## config.mk

```make
export PLATFORM = sky130hd
export DESIGN_NAME = beacon_tracker
export DESIGN_NICKNAME = d
export VERILOG_FILES = /design/src/rtl/beacon_tracker.sv
export SDC_FILE = /design/constraint.sdc
export NUM_CORES = 1
export LEC_CHECK = 0
export CAP_MARGIN = 20
export CORE_UTILIZATION = 50
export DETAILED_ROUTE_END_ITERATION = 6
export MAX_ROUTING_LAYER = met4
export PLACE_DENSITY_LB_ADDON = 0.12
export SYNTH_ARGS = -nofsm -noshare
export SYNTH_HDL_FRONTEND = slang
export SYNTH_SLANG_ARGS = --single-unit
```

## constraint.sdc

```tcl
create_clock -name clk -period 4.7 [get_ports clk]
set_clock_uncertainty 0.15 [all_clocks]
set_input_delay 0.705 -clock clk [delete_from_list [all_inputs] [get_ports clk]]
set_output_delay 0.705 -clock clk [all_outputs]
set_load 0.02 [all_outputs]
```

## src/rtl/beacon_tracker.sv

```systemverilog
// beacon_tracker: turns the laser tower decoder's live signals into per-beacon
// records (center, width, revolution tag). Records are queued in a small
// first-word-fall-through FIFO. Each completed revolution's beacon count is
// published alongside.
module beacon_tracker #(
  parameter int          DEPTH     = 4,
  parameter logic [15:0] MIN_WIDTH = 16'd3
) (
  input  logic        clk,
  input  logic        reset_n,
  input  logic [15:0] position,
  input  logic        beacon_detection,
  input  logic        laser_sync,
  input  logic        out_ready,
  output logic        out_valid,
  output logic [15:0] out_center,
  output logic [15:0] out_width,
  output logic [7:0]  out_rev,
  output logic        rev_strobe,
  output logic [3:0]  rev_beacons,
  output logic        overflow,
  input  logic        clr_overflow
);

  localparam int AW = $clog2(DEPTH);

  typedef enum logic {IDLE = 1'b0, IN_BEACON = 1'b1} state_t;

  logic          b_s1_q, b_s2_q, b_d_q;
  logic          s_s1_q, s_s2_q, s_d_q;
  logic [15:0]   p1_q, p2_q, pos_stable_q;
  logic [15:0]   start_pos_q;
  state_t        state_q, state_d;
  logic [7:0]    rev_cnt_q;
  logic [3:0]    run_cnt_q, rev_beacons_q;
  logic          rev_strobe_q, overflow_q;
  logic [AW-1:0] wr_ptr_q, rd_ptr_q;
  logic [AW:0]   count_q;
  logic [39:0]   mem_q [DEPTH];

  logic          b_rise, b_fall, sync_rise;
  logic          start_load, push_req;
  logic [15:0]   width_d, center_d;
  logic          full, pop, push_ok, drop;
  logic [3:0]    run_inc;
  logic [39:0]   head;

  assign b_rise    = b_s2_q & ~b_d_q;
  assign b_fall    = ~b_s2_q & b_d_q;
  assign sync_rise = s_s2_q & ~s_d_q;

  // Width wraps mod 2^16; center is the truncating midpoint, also wrapping.
  assign width_d  = pos_stable_q - start_pos_q;
  assign center_d = start_pos_q + (width_d >> 1);

  // Synchronizers, edge-detect delay flops and position debounce.
  always_ff @(posedge clk or negedge reset_n) begin
    if (!reset_n) begin
      b_s1_q       <= 1'b0;
      b_s2_q       <= 1'b0;
      b_d_q        <= 1'b0;
      s_s1_q       <= 1'b0;
      s_s2_q       <= 1'b0;
      s_d_q        <= 1'b0;
      p1_q         <= 16'd0;
      p2_q         <= 16'd0;
      pos_stable_q <= 16'd0;
    end else begin
      b_s1_q <= beacon_detection;
      b_s2_q <= b_s1_q;
      b_d_q  <= b_s2_q;
      s_s1_q <= laser_sync;
      s_s2_q <= s_s1_q;
      s_d_q  <= s_s2_q;
      p1_q   <= position;
      p2_q   <= p1_q;
      // Only take the bus once two consecutive samples agree.
      if (p1_q == p2_q) pos_stable_q <= p1_q;
    end
  end

  // FSM state register.
  always_ff @(posedge clk or negedge reset_n) begin
    if (!reset_n) state_q <= IDLE;
    else          state_q <= state_d;
  end

  // FSM next-state: a beacon ends on its falling edge or is abandoned at the index.
  always_comb begin
    state_d = state_q;
    case (state_q)
      IDLE:      if (b_rise) state_d = IN_BEACON;
      IN_BEACON: if (b_fall || sync_rise) state_d = IDLE;
      default:   state_d = IDLE;
    endcase
  end

  // FSM outputs: latch the start position, request a push on a wide-enough beacon end.
  always_comb begin
    start_load = 1'b0;
    push_req   = 1'b0;
    case (state_q)
      IDLE:      start_load = b_rise;
      IN_BEACON: push_req   = b_fall && (width_d >= MIN_WIDTH);
      default:   ;
    endcase
  end

  // Full is the count MSB since DEPTH is a power of two.
  assign full    = count_q[AW];
  assign pop     = out_valid & out_ready;
  assign push_ok = push_req & (~full | pop);
  assign drop    = push_req & full & ~pop;
  assign run_inc = (run_cnt_q == 4'hF) ? 4'hF : run_cnt_q + 1'b1;

  // Beacon start position capture.
  always_ff @(posedge clk or negedge reset_n) begin
    if (!reset_n)        start_pos_q <= 16'd0;
    else if (start_load) start_pos_q <= pos_stable_q;
  end

  // Revolution bookkeeping: tag, running count, published count, strobe, overflow.
  always_ff @(posedge clk or negedge reset_n) begin
    if (!reset_n) begin
      rev_cnt_q     <= 8'd0;
      run_cnt_q     <= 4'd0;
      rev_beacons_q <= 4'd0;
      rev_strobe_q  <= 1'b0;
      overflow_q    <= 1'b0;
    end else begin
      rev_strobe_q <= sync_rise;
      if (sync_rise) begin
        rev_cnt_q     <= rev_cnt_q + 1'b1;
        // A record pushed on the index cycle belongs to the ending revolution.
        rev_beacons_q <= push_ok ? run_inc : run_cnt_q;
        run_cnt_q     <= 4'd0;
      end else if (push_ok) begin
        run_cnt_q <= run_inc;
      end
      // A drop in the same cycle as a clear keeps the flag set.
      if (drop)              overflow_q <= 1'b1;
      else if (clr_overflow) overflow_q <= 1'b0;
    end
  end

  // FIFO storage; the head entry is read combinationally (fall-through).
  always_ff @(posedge clk) begin
    if (push_ok) mem_q[wr_ptr_q] <= {center_d, width_d, rev_cnt_q};
  end

  // FIFO pointers and occupancy.
  always_ff @(posedge clk or negedge reset_n) begin
    if (!reset_n) begin
      wr_ptr_q <= '0;
      rd_ptr_q <= '0;
      count_q  <= '0;
    end else begin
      if (push_ok) wr_ptr_q <= wr_ptr_q + 1'b1;
      if (pop)     rd_ptr_q <= rd_ptr_q + 1'b1;
      case ({push_ok, pop})
        2'b10:   count_q <= count_q + 1'b1;
        2'b01:   count_q <= count_q - 1'b1;
        default: count_q <= count_q;
      endcase
    end
  end

  // Data outputs are forced to zero when empty so reset clears them without a clock.
  assign head        = mem_q[rd_ptr_q];
  assign out_valid   = (count_q != '0);
  assign out_center  = out_valid ? head[39:24] : 16'd0;
  assign out_width   = out_valid ? head[23:8]  : 16'd0;
  assign out_rev     = out_valid ? head[7:0]   : 8'd0;
  assign rev_strobe  = rev_strobe_q;
  assign rev_beacons = rev_beacons_q;
  assign overflow    = overflow_q;

endmodule

```

==> metrics <==
status=completed; filler cell count=1681; cell count after synthesis=730; Synth Register Bits=256; DRT Pass-1 Iters=4; fin crit share=94.9%; non-filler cells in the finished layout=1114; final-report max-slew violation count=0; final hold slack=0.123 ns; vias=6143; distinct cell type count after synthesis=66; dominant synthesized flop cell=edfxtp_1; YS warnings=0; crit start category=flip-flop; Crit Reg-Reg Startpoint=pos_stable_q[0]; Synth Area in Simple Gates=8.25%; clock root buffer=clkbuf_16; number of global-route vias before repair=6123; first-iteration detailed-routing DRC count=336; Post-Route WL=19.6 mm; Hold Path Class=in2async; nets@finish=875; unrepaired setup endpoints after global routing=no; final worst path period need=4.46 ns; Net Count, Synth=791; drt wl/cell=17.6 um; I/O pins=69; Reg2Reg Capture Point=mem_q[2][39]; total CTS buffers=27; Adder-Cell Fraction of Synth Area=4.68%; sequential fraction of the synthesis area=64.8%; Max Cap Viol=0; multiplexer share of the synthesized area=9.82%; CTS tree=built; core region area=0.0218 sq mm; # placed instances=1065; CTS max path bufs=3; Final setup viols=0; setup bufs post-CTS=0; area fraction in compound gates after synthesis=6.31%; Max Freq=224 MHz; Netlist Area Pre-Place=0.0111 sq mm; Setup CP Type=reg2reg; Max FO, Critical Path=5; DRC=0; layout cell share with drive strength beyond 1=15.7%; Starting Density=51.0%; Die H=151 um; initial antenna violation count=0; standard-cell rows=54; Die Area=0.0229 sq mm; critical path required time=4.87 ns; clk slew on worst S/H paths=0.06 ns; Setup WS pre-CTS=0.152 ns; P_leak=5.27 nW; GRT Total Usage=18.8%; max_slew headroom=27.7%; final worst slack=0.241 ns; grt total ovfl=0; worst skew pair latency=0.52 ns; first-pass GRT wire length=31.9 mm; Vias/cell=5.51; Slew @ Worst Pin=1.08 ns; xor and xnor area share after synthesis=4.09%; CP arrival=4.63 ns; Async SR Flop Fraction=37.5%; RePlAce Congestion=0.748; total power=0.00584 W; IO buf count=68; Worst VDD drop=291 uV; PD cells=447 mW/mm^2; cell count of the worst reg-to-reg path=17; area grow syn2layout=17.4%; FF-to-FF setup slack=0.24 ns; Antenna diodes=0; H-tree depth=1; hpwl dp=12.9 mm; Clock Sinks=256; width of the die=151 um; number of flops mapped to enable cells by yosys=160; Critical Path Sink Type=flip-flop; final hold violation count=0; Syn Area/Cell=15.2 sq um; Fin Setup TNS=0 ns; largest family of logic cells by synthesized area=multiplexers; Detail Route Antenna Nets=0; largest net degree at the start of global routing=66
==> critical path, cell delays in order, from the launching register on <==
cell      delay (ns)
dfrtp_1         0.39
inv_1           0.06
ha_1            0.17
inv_1           0.06
fa_2            0.38
a21oi_4         0.15
o22ai_2         0.11
or3_4           0.35
and2_2          0.24
ha_2            0.20
nor3_1          0.18
o21a_1          0.14
nor3_1          0.06
a41o_1          0.27
o41a_1          0.35
maj3_1          0.38
a2111o_1        0.42
o211ai_1        0.17
==> report_power, final <==
group	switching, W	leakage [nW]	internal, W
clock	0.000822	0.440	0.00127
sequential	0.000128	2.91	0.00248
combinational	0.000550	1.92	0.000586
total	0.00150	5.27	0.00434
==> logic make-up after synthesis <==
logic type | after synthesis
flops | 256
compound gates | 95
xor+xnor | 52
mux | 57
fa+ha+maj | 40
buf+inv | 61
simple gates | 169
==> metrics by stage <==
step,instance area (sq um),utilization [%]
finish,13100,59.9
global route,13100,59.9
CTS,13000,59.8
detailed placement,12200,55.7
global placement,12200,55.7
floorplan,11100,-
==> state kept, by name (all words and copies together), names as in the netlist, 4 cells and up <==
signal and cells:
mem_q 160, p2_q 16, run_cnt_q 4, start_pos_q 16
rev_cnt_q 8, p1_q 16, rev_beacons 4, pos_stable_q 16
==> worst max-delay path by stage <==
stage                     from            to  slack [ns]  cells past startpoint
2_1_floorplan  pos_stable_q[0]  mem_q[0][39]        0.44                     17
3_3_place_gp   pos_stable_q[0]  mem_q[0][39]        0.24                     17
3_5_place_dp   pos_stable_q[0]  mem_q[2][39]        0.15                     17
4_1_cts        pos_stable_q[0]  mem_q[2][39]        0.11                     17
5_1_grt        pos_stable_q[0]  mem_q[1][38]       0.009                     16
6_report       pos_stable_q[0]  mem_q[2][39]        0.24                     17
==> routing by layer <==
metal  up-vias  global-route usage (%)  share of wire, %
li1       2908                       -                 -
met1      3090                    25.7                46
met2       115                    29.8                49
met3        30                    2.68               4.1
met4         0                    4.65               1.6
met5         -                       -                 0
==> cells in the mapped netlist, drive strengths merged, types with 3 or more instances <==
library cell	number	area [sq um]
edfxtp	160	4800
dfrtp	96	2400
and2	46	289
mux4	40	901
inv	39	146
ha	36	450
nand2	34	128
o21ai	32	160
xor2	29	254
xnor2	23	201
nor2	21	78.8
mux2	17	191
nor3	16	80.1
a21oi	15	82.6
nand3	13	65.1
clkbuf	12	45.0
buf	10	38.8
a21o	9	67.6
and3	7	48.8
nor2b	5	31.3
nor4	5	31.3
o31ai	5	47.5
nand2b	4	25.0
nand4	4	25.0
or3	4	30.0
a2111oi	3	70.1
fa	3	60.1
o211ai	3	22.5
==> cell type report <==
class                           count  area (sq um)  area share, %
Inverter                           39           146           1.12
Multi-Input combinational cell    413          3710           28.4
Clock buffer                       37           743           5.69
Clock inverter                     12           143           1.09
Timing Repair Buffer               77           758           5.80
Sequential cell                   256          7210           55.2
Tap cell                          280           350           2.68
==> cell usage in the layout (no fill, tap or decap), drive strengths merged, types with 4 or more instances in the layout <==
cell type / instances
and3: 7
a21o: 9
nand3: 13
nor2b: 5
nand4: 4
clkinv: 6
nand2b: 4
a21oi: 15
or3: 4
mux2: 17
nand2: 34
o31ai: 5
ha: 36
xor2: 29
buf: 10
and2: 46
o21ai: 32
clkbuf: 37
nor3: 16
mux4: 40
inv: 42
dfrtp: 96
edfxtp: 160
nor4: 5
xnor2: 23
nor2: 21
clkdlybuf4s50: 67
==> what timing repair did <==
item | 4_1_cts | 5_1_grt
hold buffers | 0 | 0
setup endpoints to repair | 0 | 13
gates resized for setup | 0 | 5
No activity file was read; power rests on OpenSTA's default activity.
